$ cat src/rtl/fake_netlist_bist_driver.sv
// fake_netlist_bist_driver: drives LFSR patterns (binary up-count when FAKE_BIST_EXHAUSTIVE_EN is defined) into a netlist, compacts dut_out into a MISR and flags pass against EXP_SIG
module fake_netlist_bist_driver #(
  parameter int NUM_IN = 5,
  parameter int PAT_COUNT = 32,
  parameter logic [NUM_IN-1:0] LFSR_SEED = 'h01,
  parameter logic [NUM_IN-1:0] LFSR_TAPS = 'h14,
  parameter int SIG_W = 16,
  parameter logic [SIG_W-1:0] SIG_POLY = 16'h1021,
  parameter logic [SIG_W-1:0] EXP_SIG = 16'h0000
) (
  input  logic              clk,
  input  logic              rst_n,
  input  logic              start,
  output logic [NUM_IN-1:0] dut_in,
  input  logic              dut_out,
  output logic              busy,
  output logic              done,
  output logic              pass,
  output logic [SIG_W-1:0]  signature,
  output logic [15:0]       pat_idx
);
  typedef enum logic [1:0] {IDLE, RUN, DONE} state_t;
  state_t state, state_n;
  logic last;
  logic [SIG_W-1:0] sig_n;
  logic [NUM_IN-1:0] first_pat, next_pat;
`ifdef FAKE_BIST_EXHAUSTIVE_EN
  assign first_pat = '0;
  assign next_pat = dut_in + NUM_IN'(1);
`else
  assign first_pat = LFSR_SEED == '0 ? NUM_IN'(1) : LFSR_SEED;
  assign next_pat = {dut_in[NUM_IN-2:0], ^(dut_in & LFSR_TAPS)};
`endif
  assign last = pat_idx == 16'(PAT_COUNT - 1);
  assign sig_n = {signature[SIG_W-2:0], 1'b0} ^ (signature[SIG_W-1] ? SIG_POLY : '0) ^ SIG_W'(dut_out);
  assign busy = state == RUN;
  assign done = state == DONE;
  always_comb begin
    state_n = state == RUN ? (last ? DONE : RUN) : (start ? RUN : state);
  end
  always_ff @(posedge clk) begin
    if (!rst_n) state <= IDLE;
    else state <= state_n;
  end
  always_ff @(posedge clk) begin
    if (!rst_n) begin
      dut_in <= '0;
      signature <= '0;
      pat_idx <= '0;
      pass <= 1'b0;
    end else if (state == RUN) begin
      signature <= sig_n;
      pat_idx <= pat_idx + 16'd1;
      dut_in <= last ? dut_in : next_pat;
      pass <= last && sig_n == EXP_SIG;
    end else if (start) begin
      signature <= '0;
      pat_idx <= '0;
      dut_in <= first_pat;
      pass <= 1'b0;
    end
  end
endmodule

$ cat config.mk
export PLATFORM = sky130hd
export DESIGN_NAME = fake_netlist_bist_driver
export DESIGN_NICKNAME = d
export VERILOG_FILES = /design/src/rtl/fake_netlist_bist_driver.sv
export SDC_FILE = /design/constraint.sdc
export NUM_CORES = 1
export LEC_CHECK = 0
export CORE_ASPECT_RATIO = 1.2
export CORE_UTILIZATION = 53
export CTS_CLUSTER_SIZE = 20
export DETAILED_ROUTE_END_ITERATION = 10
export PLACE_DENSITY = 0.92
export SLEW_MARGIN = 20
export SYNTH_ARGS = -nofsm -noshare
export SYNTH_HDL_FRONTEND = slang
export SYNTH_SLANG_ARGS = --single-unit
$ cat constraint.sdc
create_clock -name clk -period 2.9 [get_ports clk]
set_input_delay 0.58 -clock clk [delete_from_list [all_inputs] [get_ports clk]]
set_output_delay 0.58 -clock clk [all_outputs]
set_load 0.005 [all_outputs]
==> metrics.md <==
| Metric | Value |
|---|---|
| WL/cell | 14.1 µm |
| Hold Buf Count CTS | 0 |
| Synth Area in Compound Gates | 13.0% |
| TritonCTS clock tree | built |
| Vias in the first global route | 1495 |
| Die ar. | 0.00373 mm² |
| Minimum clock period | 1960 ps |
| Final ANT Viol Nets | 0 |
| Post-synth ARST share | 0% |
| Syn Nets | 212 |
| CORE AREA | 0.00334 mm² |
| # diodes | 0 |
| Hold slack | 496 ps |
| Largest net degree at the start of global routing | 43 |
| Crit share post-route | 67.4% |
| Placed inst area | 0.00229 mm² |
| H-tree Lvls | 2 |
| Vias | 1640 |
| Detailed Route WL | 4010 µm |
| HPWL Detailed | 2700 µm |
| Via/cell ratio | 5.77 |
| Pwr dens | 419 mW/mm² |
| CTS resizes | 0 |
| Synth Cell Area | 0.00185 mm² |
| Worst Setup Start Kind | flop |
| Area grow syn2layout | 28.5% |
| Syn Inst Count | 207 |
| Cell taking the most area after synthesis | dfxtp_1 |
| Slew @ Worst Pin | 455 ps |
| TritonRoute pass-1 iters | 4 |
| Row count | 23 |
| Max Slew Vio Count | 0 |
| Seq cells post-synth | 40 |
| Crit path required time | 2320 ps |
| Worst Hold Class | flop to flop |
| First-pass GRT wire length | 6690 µm |
| Number of synthesized flops with an enable pin | 0 |
| Postcts setup bufs | 0 |
| Max IR drop VDD | 0.412 mV |
| Largest fanout on the critical path | 5 |
| CTS Buf Count | 5 |
| Fin area | 0.00238 mm² |
| Root buffer cell | clkbuf_8 |
| Ports | 44 |
| Die W | 55.9 µm |
| Max_cap viols | 0 |
| Mux contribution to synthesized area | 2.70% |
| CTS max path bufs | 2 |
| Synth top area cells | dfxtp_1 43%, nor3b_1 7.3%, nor2b_1 6.8% |
| Fin. Hold Viols | 0 |
| Yosys warnings | 0 |
| Netlist cell types | 40 |
| Total Power | 997 µW |
| Initial Util | 55.4% |
| Fmax | 511 MHz |
| Share of layout cells above drive strength 1 | 5.67% |
| Worst rel slew slack | 69.4% |
| Post-synth top cells | 40 x dfxtp_1, 20 x nor2b_1, 18 x nor3b_1 |
| Clk Latency, worst-skew pair | 290 ps |
| Fin Clk Skew | 6.51 ps |
| Count leader, synth | dfxtp_1 |
| Initial antenna violation count | 0 |
| Share of the synthesized area in the top cell type | 43.3% |
| R2r setup slk | 1110 ps |
| Main combinational cell family by area after synthesis | simple AND/OR/NAND/NOR gates |
| Xor/xnor share of the synthesized area | 4.26% |
| IO buf count | 43 |
| Synth Flop Type | dfxtp_1 |
| Setup TNS | 0 ps |
| Initial DRC count | 55 |
| Gr usage total | 22.8% |
| Clk slew on worst S/H paths | 70 ps |
| Worst Path Arrival | 1380 ps |
| Status | completed |
| CTS Sinks | 40 |
| Adder-cell share of the synthesized area | 0.676% |
| Final net count | 251 |
| Routability cong. | 0.752 |
| Fin util | 71.3% |
| Sequential share of the synthesized area | 43.3% |
| Grt ovf | 0 |
| Setup CP Type | flop to output port |
| Worst Setup End Kind | output port |
| Die Y-Extent | 66.7 µm |
| LEAKAGE | 0.834 nW |
| Syn Area/Cell | 8.94 µm² |
| Setup Viol. Count Final | 0 |
| Fill count | 259 |
| RSZ-0062 raised after global routing | false |
| Simple-gate area share of the yosys netlist | 32.0% |
| DRC | 0 |
final timing paths:
kind	end	cells past startpoint	startpoint
hold / removal	dut_in[3]$_SDFFE_PN0P_	2	dut_in[3]$_SDFFE_PN0P_
setup / recovery	busy	2	state[0]$_SDFFE_PN0P_
setup reg to reg	dut_in[0]$_SDFFE_PN0P_	5	pat_idx[0]$_SDFFE_PN0P_
hold reg to reg	dut_in[3]$_SDFFE_PN0P_	2	dut_in[3]$_SDFFE_PN0P_
per-layer routing:
layer	vias to the layer above	wire length, µm	GRT usage, %
met5	-	0	0
met4	0	42	7.93
met3	5	216	6.60
met2	42	1980	38.6
met1	777	1770	27.9
li1	816	-	-
flip-flops by register name, summed over array words and instances (netlist names):
name       cells
dut_in         5
pass           1
pat_idx       16
signature     16
state          2
critical path: stages, from the launching register on:
cell and delay [ps]:
dfxtp_1 380, nor2b_2 180, clkdlybuf4s50_1 530
final cells by class:
class	instances	area, µm²	area share [%]
multi-input combinational	150	977	41.1
timing repair buffer	46	453	19.0
sequential	40	801	33.7
clock buffer	8	90.1	3.79
inverter	3	11.3	0.473
tap	37	46.3	1.95
stage by stage:
| step | std cells | worst slack [ps] |
|---|---|---|
| 4_1_cts | 284 | 931 |
| 3_3_place_gp | 276 | 847 |
| 2_1_floorplan | 207 | 1260 |
| 5_1_grt | 284 | 870 |
| 3_5_place_dp | 276 | 804 |
| 6_report | 284 | 945 |
cells in the final DEF, fill, tap and decap left out, types with 4 or more instances in the layout:
| cell type | count |
|---|---|
| nor4_1 | 5 |
| xor2_1 | 7 |
| nand2_1 | 10 |
| nor2b_1 | 19 |
| mux2i_1 | 5 |
| dfxtp_1 | 40 |
| clkbuf_8 | 6 |
| nor3b_1 | 18 |
| nand3_1 | 8 |
| a21oi_1 | 17 |
| o22ai_1 | 4 |
| nand2b_1 | 5 |
| nand4_1 | 4 |
| nor2_1 | 9 |
| clkdlybuf4s50_1 | 43 |
report_power, final:
group / leakage (nW) / switching (mW) / internal [mW]
sequential: 0.323 / 0.00575 / 0.554
combinational: 0.465 / 0.0374 / 0.0287
clock: 0.0455 / 0.177 / 0.194
total: 0.834 / 0.221 / 0.777
cell families (layout without fill, tap and decap cells):
family / after synthesis / in the layout
compound gates: 38 / 38
xor+xnor: 9 / 9
fa+ha+maj: 1 / 1
buf+inv: 17 / 57
flops: 40 / 40
mux: 5 / 5
simple gates: 97 / 97
Power figures use the tool's default switching activity.
==> RTL change, RTL diff (same settings) <==
Change the parameter `SIG_W` from 16 to 32.
--- a/src/rtl/fake_netlist_bist_driver.sv
+++ b/src/rtl/fake_netlist_bist_driver.sv
@@ -4,7 +4,7 @@
   parameter int PAT_COUNT = 32,
   parameter logic [NUM_IN-1:0] LFSR_SEED = 'h01,
   parameter logic [NUM_IN-1:0] LFSR_TAPS = 'h14,
-  parameter int SIG_W = 16,
+  parameter int SIG_W = 32,
   parameter logic [SIG_W-1:0] SIG_POLY = 16'h1021,
   parameter logic [SIG_W-1:0] EXP_SIG = 16'h0000
 ) (
Interface: changed (resized signature); port bits go from 44 to 60. No check against the original RTL was run, so the function may have changed too.
==> RTL change against the unedited design <==
  * Routed wire length rose by 50%
  * Via count is 40% higher
  * Synthesized cell count rose by 40%
  * Total power grew 31%
  * Final area increased by 34%
  * Worst hold slack lost 0.0051 ns
  * First-iteration DRC count increased to 4.3 times the old value
  * Sequential power up 39%
  * Worst setup slack got worse by 0.28 ns
  * Combinational power is 48% higher
  * Synthesized area up 35%
  * Maximum frequency decreased by 13%
  * Sequential cell count rose by 16
==> RTL change: results (changes against the unedited design) <==
\begin{tabular}{lr}
\hline
Metric & Value \\
\hline
\multicolumn{2}{l}{\textbf{Yosys}} \\
Sequential cell area fraction in the yosys report & 0.448 (was 0.433) \\
Post-Syn Instances & 290 (was 207) \\
Synth unique cells & 43 (was 40) \\
Most used standard cells in the synthesized netlist & dfxtp\_1, nand2\_1, a21oi\_1 (was dfxtp\_1, nor2b\_1, nor3b\_1) \\
Post-synthesis share of cell area spent on xor and xnor gates & 0.0350 (was 0.0426) \\
Adder-cell area share of the yosys netlist & 0.00500 (was 0.00676) \\
Share of cell area taken by muxes after synthesis & 0.00800 (was 0.0270) \\
\multicolumn{2}{l}{\textbf{Power}} \\
Relative contribution of combinational cells to total power & 0.074 (was 0.066) \\
Leak & 1.09 nW (was 0.834 nW) \\
Total combinational power & 0.0000975 W (was 0.0000661 W) \\
Worst ir drop on vdd & 0.000243 V (was 0.000412 V) \\
\multicolumn{2}{l}{\textbf{Run status}} \\
Run status & complete, no violations (unchanged) \\
\multicolumn{2}{l}{\textbf{Final layout}} \\
Registers with the highest flip-flop counts & signature x32, pat\_idx x16, dut\_in x5 (was pat\_idx x16, signature x16, dut\_in x5) \\
Proportion of layout cells with a drive suffix above 1 & 0.0529 (was 0.0567) \\
\multicolumn{2}{l}{\textbf{Global routing}} \\
Total global-route track usage & 0.253 (was 0.228) \\
Met1 usage in global routing & 0.334 (was 0.279) \\
Routing usage on met3 & 0.0625 (was 0.0660) \\
Wire length of the first global-routing pass & 9960 microns (was 6690 microns) \\
Pin count of the biggest net entering global routing & 42 (was 43) \\
Met2 routing resource usage after global routing & 0.383 (was 0.386) \\
\multicolumn{2}{l}{\textbf{Route}} \\
Met3 routed WL & 344 microns (was 216 microns) \\
Vias per inst & 5.76 (was 5.77) \\
Average wire per standard cell & 15.1 microns (was 14.1 microns) \\
Met2 wire length & 2930 microns (was 1980 microns) \\
Length of routed wiring on met1 & 2620 microns (was 1770 microns) \\
Number of DRC violations after detailed-routing iteration 0 & 236 (was 55) \\
\multicolumn{2}{l}{\textbf{STA}} \\
Relative slew slack & 0.729 (was 0.694) \\
Final setup skew & 0.0136 ns (was 0.00651 ns) \\
\multicolumn{2}{l}{\textbf{Clock tree}} \\
Clock slew at reported path FFs & 0.10 ns (was 0.07 ns) \\
\multicolumn{2}{l}{\textbf{Placed design}} \\
Placed insts & 390 (was 276) \\
Input/output buffers & 59 (was 43) \\
Worst slack, placed & 0.657 ns (was 0.804 ns) \\
Placed inst area & 0.00310 sq mm (was 0.00229 sq mm) \\
\multicolumn{2}{l}{\textbf{Setup path}} \\
Critical-path maximum fanout & 20 (was 5) \\
Crit-path max cell delay & 0.57 ns (was 0.53 ns) \\
\hline
\end{tabular}
## RTL change: cell types whose count changed in the layout (fill, tap and decap cells not counted), moves of 4 or more
| cell | change |
|---|---|
| nand2_1 | +33 |
| nand3b_1 | +32 |
| a21oi_1 | +20 |
| nor3b_1 | -18 |
| nor2b_1 | -17 |
| clkdlybuf4s50_1 | +16 |
| dfxtp_1 | +16 |
| nand4_1 | +6 |
| a22o_1 | +5 |
| a31oi_1 | +4 |
| nand3_1 | -4 |
## RTL change: cell type report
type / count / area (sq um)
Clock buffer: 5 / 68.8
Clock inverter: 3 / 21.3
Fill cell: 373 / 1380
Inverter: 3 / 11.3
Multi-Input combinational cell: 209 / 1260
Sequential cell: 56 / 1120
Tap cell: 58 / 72.6
Timing Repair Buffer: 64 / 628
## RTL change: final timing paths
path,from,end,slack [ns],depth (start not counted)
setup / recovery,state[1],busy,0.66,3
hold / removal,signature[8],signature[9],0.49,2
setup reg to reg,pat_idx[0],dut_in[1],0.99,5
hold reg to reg,signature[8],signature[9],0.49,2
